**src/rtl/sd_data_block_receiver_pkg.sv**
```systemverilog
// Shared SD SPI-mode definitions: receiver states, start token, CRC16 constants.
// Latency: n/a (package only).
// Backpressure: n/a.
package sd_data_block_receiver_pkg;

  typedef enum logic [2:0] {
    ST_IDLE,
    ST_WAIT_TOKEN,
    ST_RECV_DATA,
    ST_RECV_CRC,
    ST_FINISH,
    ST_FAIL
  } sd_rx_state_t;

  localparam logic [7:0]  SD_START_TOKEN = 8'hFE;
  localparam logic [15:0] SD_CRC16_POLY  = 16'h1021;

  // One serial step of CRC16-CCITT: shift left, fold in the polynomial when
  // the outgoing MSB differs from the incoming bit.
  function automatic logic [15:0] crc16_step(input logic [15:0] crc, input logic bit_in);
    return {crc[14:0], 1'b0} ^ ((crc[15] ^ bit_in) ? SD_CRC16_POLY : 16'h0000);
  endfunction

endpackage

```
**src/rtl/sd_data_block_receiver_if.sv**
```systemverilog
// Bundle between the SD data line/command sequencer and the block receiver.
// Latency: n/a (wiring only).
// Backpressure: none; every data strobe must be consumed by the sink.
// Ports: sd_do/activate flow into the receiver; data/data_valid/byte_index,
// crc/crc_ok, done/timeout/busy flow out of it.
interface sd_data_block_receiver_if;
  logic        sd_do;
  logic        activate;
  logic [7:0]  data;
  logic        data_valid;
  logic [8:0]  byte_index;
  logic [15:0] crc;
  logic        crc_ok;
  logic        done;
  logic        timeout;
  logic        busy;

  modport master (
    output sd_do, activate,
    input  data, data_valid, byte_index, crc, crc_ok, done, timeout, busy
  );

  modport slave (
    input  sd_do, activate,
    output data, data_valid, byte_index, crc, crc_ok, done, timeout, busy
  );
endinterface

```
**src/rtl/sd_data_block_receiver_crc16_serial.sv**
```systemverilog
// Bit-serial CRC16-CCITT (x^16+x^12+x^5+1), initial value 0, no final XOR.
// Latency: result includes a bit one falling edge after it is presented with en=1.
// Backpressure: none; clr is synchronous and wins over en.
// Ports: clk, rst_n, clr, en, bit_in in; crc[15:0] out.
module sd_crc16_serial
  import sd_data_block_receiver_pkg::*;
(
  input  logic        clk,
  input  logic        rst_n,
  input  logic        clr,
  input  logic        en,
  input  logic        bit_in,
  output logic [15:0] crc
);

  always_ff @(negedge clk or negedge rst_n) begin
    if (!rst_n) begin
      crc <= '0;
    end else if (clr) begin
      crc <= '0;
    end else if (en) begin
      crc <= crc16_step(crc, bit_in);
    end
  end

endmodule

```
**src/rtl/sd_data_block_receiver.sv**
```systemverilog
// SPI-mode SD single-block read receiver: hunts the 0xFE token, deserialises the block, checks CRC16.
// Latency: byte n strobes in the cycle after the 8th bit of that byte; done one cycle after CRC bit 15.
// Backpressure: none; one byte per 8 clocks, the sink must accept every data_valid.
// Ports: clk (state updates on falling edge), rst_n async active-low,
// sd (slave modport): sd_do/activate in; data/data_valid/byte_index, crc/crc_ok, done/timeout/busy out.
module sd_data_block_receiver
  import sd_data_block_receiver_pkg::*;
#(
  parameter int BLOCK_BYTES = 512,
  parameter int WAIT_LIMIT  = 4096
) (
  input  logic                    clk,
  input  logic                    rst_n,
  sd_data_block_receiver_if.slave sd
);

  localparam int              WAIT_W    = (WAIT_LIMIT > 1) ? $clog2(WAIT_LIMIT) : 1;
  localparam logic [WAIT_W-1:0] WAIT_LAST = WAIT_W'(WAIT_LIMIT - 1);
  localparam logic [8:0]      BYTE_LAST = 9'(BLOCK_BYTES - 1);

  sd_rx_state_t      state, state_nxt;
  logic [7:0]        sreg;
  logic [WAIT_W-1:0] wait_cnt;
  logic [8:0]        byte_cnt;
  logic [3:0]        bit_cnt;
  logic [7:0]        data_r;
  logic [8:0]        byte_index_r;
  logic              data_valid_r;
  logic [15:0]       crc_r;
  logic              crc_ok_r;
  logic [15:0]       engine_crc;
  logic              crc_clr, crc_en;
  logic              done_c, timeout_c, busy_c;

  // Shift values including the bit sampled on this edge; token match and the
  // final CRC compare both need to see the incoming bit, not last edge's view.
  logic [7:0]  shift_val;
  logic [15:0] crc_shift;
  assign shift_val = {sreg[6:0], sd.sd_do};
  assign crc_shift = {crc_r[14:0], sd.sd_do};

  sd_crc16_serial u_crc (
    .clk    (clk),
    .rst_n  (rst_n),
    .clr    (crc_clr),
    .en     (crc_en),
    .bit_in (sd.sd_do),
    .crc    (engine_crc)
  );

  always_ff @(negedge clk or negedge rst_n) begin
    if (!rst_n) begin
      state <= ST_IDLE;
    end else begin
      state <= state_nxt;
    end
  end

  always_comb begin
    state_nxt = state;
    crc_clr   = 1'b0;
    crc_en    = 1'b0;
    done_c    = 1'b0;
    timeout_c = 1'b0;
    busy_c    = 1'b1;
    case (state)
      ST_IDLE: begin
        busy_c = 1'b0;
        if (sd.activate) begin
          state_nxt = ST_WAIT_TOKEN;
          crc_clr   = 1'b1;
        end
      end
      ST_WAIT_TOKEN: begin
        // Token match outranks the timeout on the same edge.
        if (shift_val == SD_START_TOKEN) begin
          state_nxt = ST_RECV_DATA;
        end else if (wait_cnt == WAIT_LAST) begin
          state_nxt = ST_FAIL;
        end
      end
      ST_RECV_DATA: begin
        crc_en = 1'b1;
        if (bit_cnt == 4'd7 && byte_cnt == BYTE_LAST) begin
          state_nxt = ST_RECV_CRC;
        end
      end
      ST_RECV_CRC: begin
        if (bit_cnt == 4'd15) begin
          state_nxt = ST_FINISH;
        end
      end
      ST_FINISH: begin
        done_c    = 1'b1;
        state_nxt = ST_IDLE;
      end
      ST_FAIL: begin
        timeout_c = 1'b1;
        state_nxt = ST_IDLE;
      end
      default: begin
        state_nxt = ST_IDLE;
      end
    endcase
  end

  always_ff @(negedge clk or negedge rst_n) begin
    if (!rst_n) begin
      sreg         <= '0;
      wait_cnt     <= '0;
      byte_cnt     <= '0;
      bit_cnt      <= '0;
      data_r       <= '0;
      byte_index_r <= '0;
      data_valid_r <= 1'b0;
      crc_r        <= '0;
      crc_ok_r     <= 1'b0;
    end else begin
      data_valid_r <= 1'b0;
      case (state)
        ST_IDLE: begin
          if (sd.activate) begin
            sreg     <= '0;
            wait_cnt <= '0;
            byte_cnt <= '0;
            bit_cnt  <= '0;
            crc_r    <= '0;
            crc_ok_r <= 1'b0;
          end
        end
        ST_WAIT_TOKEN: begin
          sreg     <= shift_val;
          wait_cnt <= wait_cnt + WAIT_W'(1);
        end
        ST_RECV_DATA: begin
          sreg <= shift_val;
          if (bit_cnt == 4'd7) begin
            data_r       <= shift_val;
            byte_index_r <= byte_cnt;
            data_valid_r <= 1'b1;
            byte_cnt     <= byte_cnt + 9'd1;
            bit_cnt      <= '0;
          end else begin
            bit_cnt <= bit_cnt + 4'd1;
          end
        end
        ST_RECV_CRC: begin
          // bit_cnt wraps 15 -> 0 here, leaving it clean for the next block.
          crc_r   <= crc_shift;
          bit_cnt <= bit_cnt + 4'd1;
          if (bit_cnt == 4'd15) begin
            crc_ok_r <= (crc_shift == engine_crc);
          end
        end
        default: begin
        end
      endcase
    end
  end

  assign sd.data       = data_r;
  assign sd.data_valid = data_valid_r;
  assign sd.byte_index = byte_index_r;
  assign sd.crc        = crc_r;
  assign sd.crc_ok     = crc_ok_r;
  assign sd.done       = done_c;
  assign sd.timeout    = timeout_c;
  assign sd.busy       = busy_c;

endmodule

```
**src/flat_wrapper.sv**
```systemverilog
// flat-port wrapper written by rule: the top's interface ports become plain ports
module sd_data_block_receiver_flat import sd_data_block_receiver_pkg::*;
#(
  parameter int BLOCK_BYTES = 512,
  parameter int WAIT_LIMIT  = 4096
)
  (clk, rst_n, sd_sd_do, sd_activate, sd_data, sd_data_valid, sd_byte_index, sd_crc, sd_crc_ok, sd_done, sd_timeout, sd_busy);
  sd_data_block_receiver_if sd_i ();
  input  logic clk;
  input  logic rst_n;
  input wire logic [$bits(sd_i.sd_do)-1:0] sd_sd_do;
  input wire logic [$bits(sd_i.activate)-1:0] sd_activate;
  output wire logic [$bits(sd_i.data)-1:0] sd_data;
  output wire logic [$bits(sd_i.data_valid)-1:0] sd_data_valid;
  output wire logic [$bits(sd_i.byte_index)-1:0] sd_byte_index;
  output wire logic [$bits(sd_i.crc)-1:0] sd_crc;
  output wire logic [$bits(sd_i.crc_ok)-1:0] sd_crc_ok;
  output wire logic [$bits(sd_i.done)-1:0] sd_done;
  output wire logic [$bits(sd_i.timeout)-1:0] sd_timeout;
  output wire logic [$bits(sd_i.busy)-1:0] sd_busy;
  assign sd_i.sd_do = sd_sd_do;
  assign sd_i.activate = sd_activate;
  assign sd_data = sd_i.data;
  assign sd_data_valid = sd_i.data_valid;
  assign sd_byte_index = sd_i.byte_index;
  assign sd_crc = sd_i.crc;
  assign sd_crc_ok = sd_i.crc_ok;
  assign sd_done = sd_i.done;
  assign sd_timeout = sd_i.timeout;
  assign sd_busy = sd_i.busy;
  sd_data_block_receiver #(.BLOCK_BYTES(BLOCK_BYTES), .WAIT_LIMIT(WAIT_LIMIT)) u_core (.clk(clk), .rst_n(rst_n), .sd(sd_i));
endmodule
```
**config.mk**
```make
export PLATFORM = sky130hd
export DESIGN_NAME = sd_data_block_receiver_flat
export DESIGN_NICKNAME = d
export VERILOG_FILES = /design/src/rtl/sd_data_block_receiver_pkg.sv /design/src/rtl/sd_data_block_receiver_if.sv /design/src/rtl/sd_data_block_receiver_crc16_serial.sv /design/src/rtl/sd_data_block_receiver.sv /design/src/flat_wrapper.sv
export SDC_FILE = /design/constraint.sdc
export NUM_CORES = 1
export LEC_CHECK = 0
export CAP_MARGIN = 10
export CORE_ASPECT_RATIO = 2
export CORE_MARGIN = 1
export CORE_UTILIZATION = 56
export CTS_BUF_LIST = sky130_fd_sc_hd__clkbuf_8 sky130_fd_sc_hd__clkbuf_16
export CTS_CLUSTER_DIAMETER = 30
export DETAILED_ROUTE_END_ITERATION = 8
export PLACE_DENSITY_LB_ADDON = 0.25
export SKIP_LAST_GASP = 1
export SYNTH_ARGS = -nofsm -noshare
export SYNTH_HDL_FRONTEND = slang
export SYNTH_SLANG_ARGS = --single-unit
```
**constraint.sdc**
```tcl
create_clock -name clk -period 2.48 [get_ports clk]
set_input_delay 0.744 -clock clk [delete_from_list [all_inputs] [get_ports clk]]
set_output_delay 0.744 -clock clk [all_outputs]
set_load 0.01 [all_outputs]
```
==> flow_summary.json, run 1 <==
{
  "crit_fanout": 3,
  "hpwl_mm": 6.44,
  "register_area_mm2": 0.00215,
  "cp-end-kind": "output port",
  "finClkSkew_ns": 0.00323,
  "wl_mm": 11.6,
  "cts-htree-levels": 3,
  "yosysSeqAreaShare_pct": 55.1,
  "route.detailed.drc": 0,
  "synth_area_mm2": 0.00391,
  "synth.distinct_cells": 42,
  "final_cell_area_mm2": 0.00555,
  "power_density_mw_per_mm2": 1010,
  "status": "finished with violations",
  "critical_path.max_stage_delay_ns": 0.36,
  "nFillCells": 375,
  "synth_top_cell_by_area": "dfrtn_1",
  "nets": 504,
  "path_clk_slew_ns": 0.05,
  "synth-main-ff-cell": "dfrtn_1",
  "p_leak_nw": 2.67,
  "synth_edf_count": 0,
  "multi_input_comb_area_mm2": 0.00199,
  "met3_length_um": 547,
  "maxSlewViolCount": 0,
  "maxCapViolCount": 0,
  "grt_pass1_vias": 3607,
  "crit_family": "buffers and inverters",
  "ir_drop_mv": 0.638,
  "initial_core_util_pct": 58.5,
  "overflow": 0,
  "yosysTopAreaCellShare_pct": 55.1,
  "syn_nets": 396,
  "hold_viol": 0,
  "path_class": "register to output port",
  "synth_area_leaders": "dfrtn_1 55%, nand2_1 7.5%, o21ai_0 7.4%",
  "io_pins": 42,
  "via_per_inst": 6.03,
  "die-height_um": 120,
  "hold_buffers": 0,
  "synth_warnings": 0,
  "p_seq_share_pct": 39.2,
  "rsz0062_at_grt": "yes",
  "dp_slack_ns": -1.02,
  "die-area_mm2": 0.00733,
  "vias": 3545,
  "grt_pass1_wl_mm": 17.2,
  "maxSlewHeadroom_pct": 63.1,
  "violations": "negative setup slack",
  "numPortBuffers": 41,
  "cts-root-buf": "clkbuf_16",
  "cp-start-kind": "register",
  "drt-wirelength-per-cell_um": 19.7,
  "place_inst": 542,
  "p_sw_share_pct": 34.7,
  "globalplace.congestion": 0.852,
  "dr.pass1.iters": 5,
  "wl_met1_mm": 4.13,
  "wl_met2_mm": 6.35,
  "numCtsBuffers": 9,
  "ant_nets": 0,
  "area_growth_pct": 42.1,
  "clock_path_buffers": 2,
  "slowest_stage": "dfrtn_1",
  "hold_class": "register to register",
  "diodes": 0,
  "yosys-top-cells-count": "86 x dfrtn_1, 78 x nand2_1, 58 x o21ai_0",
  "syn_avg_cell_area_um2": 10.1,
  "num_rows": 42,
  "async_reset_ff_share_pct": 100,
  "setup_viol": 99,
  "drive_gt1_share_pct": 42.2,
  "internal_power_w": 0.00366,
  "grt_max_degree": 33,
  "top_layer": "met4",
  "core_area_mm2": 0.00667,
  "worst_pin_slew_ns": 0.551,
  "track_usage_pct": 32.5,
  "yosysMostFrequentCell": "dfrtn_1",
  "path_buf_inv": 3,
  "antenna_found_initial": 0,
  "final-instance-count-excl-fill": 588,
  "dieWidth_um": 61.1,
  "p_comb_share_pct": 35.6,
  "cp.required_ns": 1.74,
  "critPathArrivalTime_ns": 2.64,
  "cts_tree": "built",
  "synth_cells": 388,
  "place_area_mm2": 0.00478,
  "crit_chain": "buf_4, nor3_4, inv_1, clkdlybuf4s15_1",
  "drtIter0Drc": 280,
  "p_sw_w": 0.00194,
  "setup_slack_ns": -0.903,
  "cts_sinks": 86,
  "ys_ff_latch": 86,
  "pwr-share-clk_pct": 25.3,
  "clock_latency_ns": 0.35
}
[stage by stage]
step                util, %  TNS (ns)  power (W)  hold WS, ns
CTS                    80.0    -21.57    0.00530        0.431
finish                 83.2    -22.66    0.00560        0.431
floorplan                 -    -18.69    0.00297        0.384
detailed placement     71.6    -75.80    0.00366        0.439
global placement       71.6    -72.50    0.00359        0.399
global route           83.2    -25.68    0.00585        0.437
[metal layers]
layer / up-vias / global-route usage [%]
met2: 161 / 54.8
met1: 1768 / 36.3
met4: 0 / 19.3
li1: 1568 / -
met5: - / 0
met3: 48 / 5.60
[power by group through the flow]
stage / logic (W) / clock network, W / registers [W]
after floorplan: 0.000814 / 0 / 0.00215
after global placement: 0.00145 / 0 / 0.00213
after detailed placement: 0.00150 / 0 / 0.00216
after CTS: 0.00174 / 0.00141 / 0.00214
after global routing: 0.00215 / 0.00148 / 0.00222
final: 0.00199 / 0.00141 / 0.00219
[worst reg2reg max path: stages, from the launching register on]
cell	delay, ns
dfrtn_1	0.49
buf_4	0.18
buf_4	0.16
or3b_2	0.60
nand2_1	0.34
nor2_4	0.12
a22o_1	0.21
[registers in the layout, summed over array words and instances (netlist names), 4 cells and up]
name and flops:
u_core.byte_cnt 9, u_core.u_crc.crc 16, u_core.sd.byte_index 9, u_core.sd.data 8, u_core.bit_cnt 4, u_core.sd.crc 16, u_core.wait_cnt 12, u_core.sreg 7
[worst paths after layout]
kind,startpoint,endpoint,slack [ns],depth (start not counted)
max,u_core.state[1],sd_busy,-0.90,4
min,u_core.wait_cnt[10],u_core.wait_cnt[10],0.43,1
max reg2reg,u_core.state[0],u_core.sreg[0],0.23,6
min reg2reg,u_core.wait_cnt[10],u_core.wait_cnt[10],0.43,1
max in group asynchronous,rst_n,u_core.sreg[2],0.70,2
min in group asynchronous,rst_n,u_core.sd.crc[7],1.35,1
[placed cells by master, fill, tap and decap left out, types with 3 or more instances in the layout]
cell       count
dfrtn_1       86
nand2_1       78
buf_4         54
o21ai_2       35
buf_2         32
buf_6         18
mux2_2        14
xor2_1        13
o21ai_1       13
nand3_1       11
o21ai_0        9
clkbuf_16      9
a22o_1         8
xnor2_1        8
inv_1          6
nor2_2         6
nand4_1        6
nor2_4         5
nor4_1         5
buf_12         5
nor2_1         4
a21oi_1        4
ha_1           4
buf_8          4
and4_1         3
nand3b_1       3
a31oi_1        3
o31ai_1        3
o211ai_1       3
clkinv_2       3
[timing repair]
item	CTS	global route
setup buffers	23	13
gates cloned	1	0
setup endpoints to repair	107	102
pin swaps	36	21
resized for setup	247	43
[kinds of logic after synthesis]
logic type | after synthesis | share of synthesized area [%]
AND/OR/NAND/NOR | 144 | 17.7
AO/OA/AOI/OAI | 87 | 12.8
flip-flops | 86 | 55.1
XOR/XNOR | 25 | 5.61
buffers and inverters | 25 | 2.66
multiplexers | 17 | 4.84
adder cells (fa/ha/maj) | 4 | 1.28
[final cells by class]
class | instances | share of cell area (%)
Clock buffer | 9 | 4.06
Multi-Input combinational cell | 277 | 35.9
Inverter | 7 | 0.473
Timing Repair Buffer | 115 | 17.4
Tap cell | 88 | 1.98
Sequential cell | 86 | 38.8
Clock inverter | 6 | 1.42
Power figures use the tool's default switching activity.
==> inputs of run 2 (changes only) <==
--- a/config.mk
+++ b/config.mk
@@ -5,10 +5,13 @@
 export SDC_FILE = /design/constraint.sdc
 export NUM_CORES = 1
 export LEC_CHECK = 0
+export ABC_AREA = 1
 export CAP_MARGIN = 10
+export CELL_PAD_IN_SITES_DETAIL_PLACEMENT = 1
+export CELL_PAD_IN_SITES_GLOBAL_PLACEMENT = 2
 export CORE_ASPECT_RATIO = 2
 export CORE_MARGIN = 1
-export CORE_UTILIZATION = 56
+export CORE_UTILIZATION = 34
 export CTS_BUF_LIST = sky130_fd_sc_hd__clkbuf_8 sky130_fd_sc_hd__clkbuf_16
 export CTS_CLUSTER_DIAMETER = 30
 export DETAILED_ROUTE_END_ITERATION = 8
==> flow_summary.json, run 2 <==
{
  "maxCapViolCount": 0,
  "nets": 593,
  "reg_top3": "u_core.sd.crc x16, u_core.u_crc.crc x16, u_core.wait_cnt x12",
  "critPathArrivalTime_ns": 2.40,
  "synthMuxAreaShare_pct": 0,
  "worst_pin_slew_ns": 0.371,
  "synth_top_family_by_area": "simple AND/OR/NAND/NOR gates",
  "hpwl_mm": 8.28,
  "r2r_end": "u_core.state[0]",
  "synth-main-ff-cell": "dfrtn_1",
  "power_density_mw_per_mm2": 814,
  "p_seq_share_pct": 37.9,
  "die-area_mm2": 0.0121,
  "p_sw_w": 0.00145,
  "synthSimpleGateAreaFrac_pct": 21.5,
  "numCtsBuffers": 9,
  "crit_fanout": 3,
  "track_usage_pct": 20.8,
  "overflow": 0,
  "rsz0062_at_grt": "yes",
  "status": "finished with violations",
  "final_cell_area_mm2": 0.00535,
  "layout_commonest_cell": "nand2_1",
  "yosysTopAreaCellShare_pct": 54.2,
  "internal_power_w": 0.00290,
  "route.detailed.drc": 0,
  "dp_slack_ns": -0.929,
  "globalplace.congestion": 0.789,
  "cp-start-kind": "register",
  "maxSlewHeadroom_pct": 75.1,
  "hold_viol": 0,
  "pwr-share-clk_pct": 34.7,
  "drtIter0Drc": 124,
  "synth-xor-area-share_pct": 1.99,
  "synth.distinct_cells": 27,
  "p_comb_share_pct": 27.4,
  "initial_core_util_pct": 35.0,
  "setup_viol": 39,
  "cts-htree-levels": 3,
  "dieWidth_um": 78.4,
  "synth_area_mm2": 0.00397,
  "wl_mm": 11.4,
  "cp.required_ns": 1.74,
  "cts-root-buf": "clkbuf_16",
  "vias": 3589,
  "rr_worst_depth": 12,
  "place_area_mm2": 0.00493,
  "via_per_inst": 4.90,
  "p_sw_share_pct": 33.3,
  "cts_sinks": 86,
  "dr.pass1.iters": 4,
  "ir_drop_mv": 0.403,
  "regToRegSetupSlack_ns": 0.26,
  "synth_edf_count": 0,
  "io_pins": 42,
  "p_leak_nw": 2.71,
  "die-height_um": 155,
  "cts_tree": "built",
  "area_growth_pct": 34.8,
  "layout_common_cells": "116 x nand2_1, 86 x dfrtn_1, 65 x inv_1, 63 x buf_4",
  "async_reset_ff_share_pct": 100,
  "clock_path_buffers": 2,
  "yosysMostFrequentCell": "nand2_1",
  "holdPathEnd": "u_core.sd.byte_index[6]",
  "path_clk_slew_ns": 0.05,
  "clock_latency_ns": 0.35,
  "numPortBuffers": 41,
  "synth_area_leaders": "dfrtn_1 54%, nand2_1 12%, inv_1 6.4%",
  "synth_cells": 476,
  "synth_warnings": 0,
  "violations": "negative setup slack",
  "yosysSeqAreaShare_pct": 54.2,
  "drive_gt1_share_pct": 27.1,
  "syn_avg_cell_area_um2": 8.34,
  "maxSlewViolCount": 0,
  "setup_slack_ns": -0.667,
  "ant_nets": 0,
  "grt_max_degree": 57,
  "min_from": "u_core.sd.byte_index[6]",
  "synth_adder_area_share_pct": 1.26,
  "synth_top_cell_by_area": "dfrtn_1",
  "cp-end-kind": "output port",
  "path_class": "register to output port",
  "syn_nets": 484,
  "core_area_mm2": 0.0114,
  "hold_depth": 2,
  "hold_class": "register to register",
  "regToRegStartpoint": "u_core.byte_cnt[1]",
  "diodes": 0,
  "synth_compound_area_share_pct": 12.6,
  "antenna_found_initial": 0,
  "num_rows": 55,
  "ys_ff_latch": 86,
  "grt_pass1_wl_mm": 19.3,
  "yosys-top-cells-count": "123 x nand2_1, 86 x dfrtn_1, 68 x inv_1",
  "drt-wirelength-per-cell_um": 15.6,
  "finClkSkew_ns": 0.00320,
  "grt_pass1_vias": 3965
}
==> run 2: layout make-up <==
class | instances | area, um^2
flip-flops and latches | 86 | 2150
inverters | 76 | 305
well taps | 142 | 178
clock buffers | 9 | 225
clock inverters | 7 | 106
multi-input cells | 305 | 1610
repair buffers | 107 | 776
fillers | 1403 | 6000
==> run 2: worst max-delay path, cell delays in order (launching register included) <==
cell     delay, ns
dfrtn_1       0.43
buf_6         0.12
nand2_2       0.06
nor2_2        0.07
buf_2         0.13
==> run 2: how the worst max path moves through the flow <==
stage	from	to	slack, ns	depth (start not counted)
final	u_core.state[0]	sd_timeout	-0.67	4
after global routing	u_core.state[0]	sd_timeout	-0.72	4
after CTS	u_core.state[0]	sd_timeout	-0.68	4
after detailed placement	sd_sd_do	u_core.state[2]	-0.93	7
after global placement	sd_sd_do	u_core.state[0]	-0.89	8
after floorplan	u_core.state[0]	sd_timeout	-0.20	2
==> run 2: power by group through the flow <==
stage	Combinational (W)	Clock, W	Sequential (W)
floorplan	0.000660	0	0.00165
global placement	0.00105	0	0.00167
detailed placement	0.00108	0	0.00168
CTS	0.00118	0.00155	0.00165
global route	0.00132	0.00158	0.00167
finish	0.00119	0.00151	0.00165
==> run 2: stage by stage <==
step | instances | hold WS [ns] | power, W | setup TNS (ns) | util (%)
CTS | 721 | 0.431 | 0.00438 | -16.83 | 46.2
detailed placement | 690 | 0.420 | 0.00276 | -70.63 | 43.4
global route | 732 | 0.460 | 0.00457 | -16.95 | 47.1
finish | 732 | 0.421 | 0.00435 | -15.82 | 47.1
floorplan | 476 | 0.421 | 0.00231 | -2.02 | -
global placement | 690 | 0.425 | 0.00272 | -68.83 | 43.4
==> run 2: timing repair <==
action | CTS | global route
gates resized for setup | 182 | 8
gates cloned | 0 | 0
pin swaps | 9 | 7
hold buffers | 0 | 0
buffers inserted | 15 | 12
endpoints found under the setup margin | 107 | 49
==> run 2: kinds of logic (layout without fill, tap and decap cells) <==
kind of cell	after synthesis	after routing
AO/OA/AOI/OAI	90	90
XOR/XNOR	9	9
adder cells (fa/ha/maj)	4	4
buffers and inverters	85	199
flip-flops	86	86
AND/OR/NAND/NOR	202	202
==> run 2: metal layers <==
layer  share of wire [%]  up-vias  GRT usage (%)  wire length [um]
li1                    -     1757              -                 -
met1                  38     1749           21.1              4300
met2                  57       56           39.5              6470
met3                 2.1       27           3.54               246
met4                 3.7        0           10.7               429
met5                   0        -              0                 0
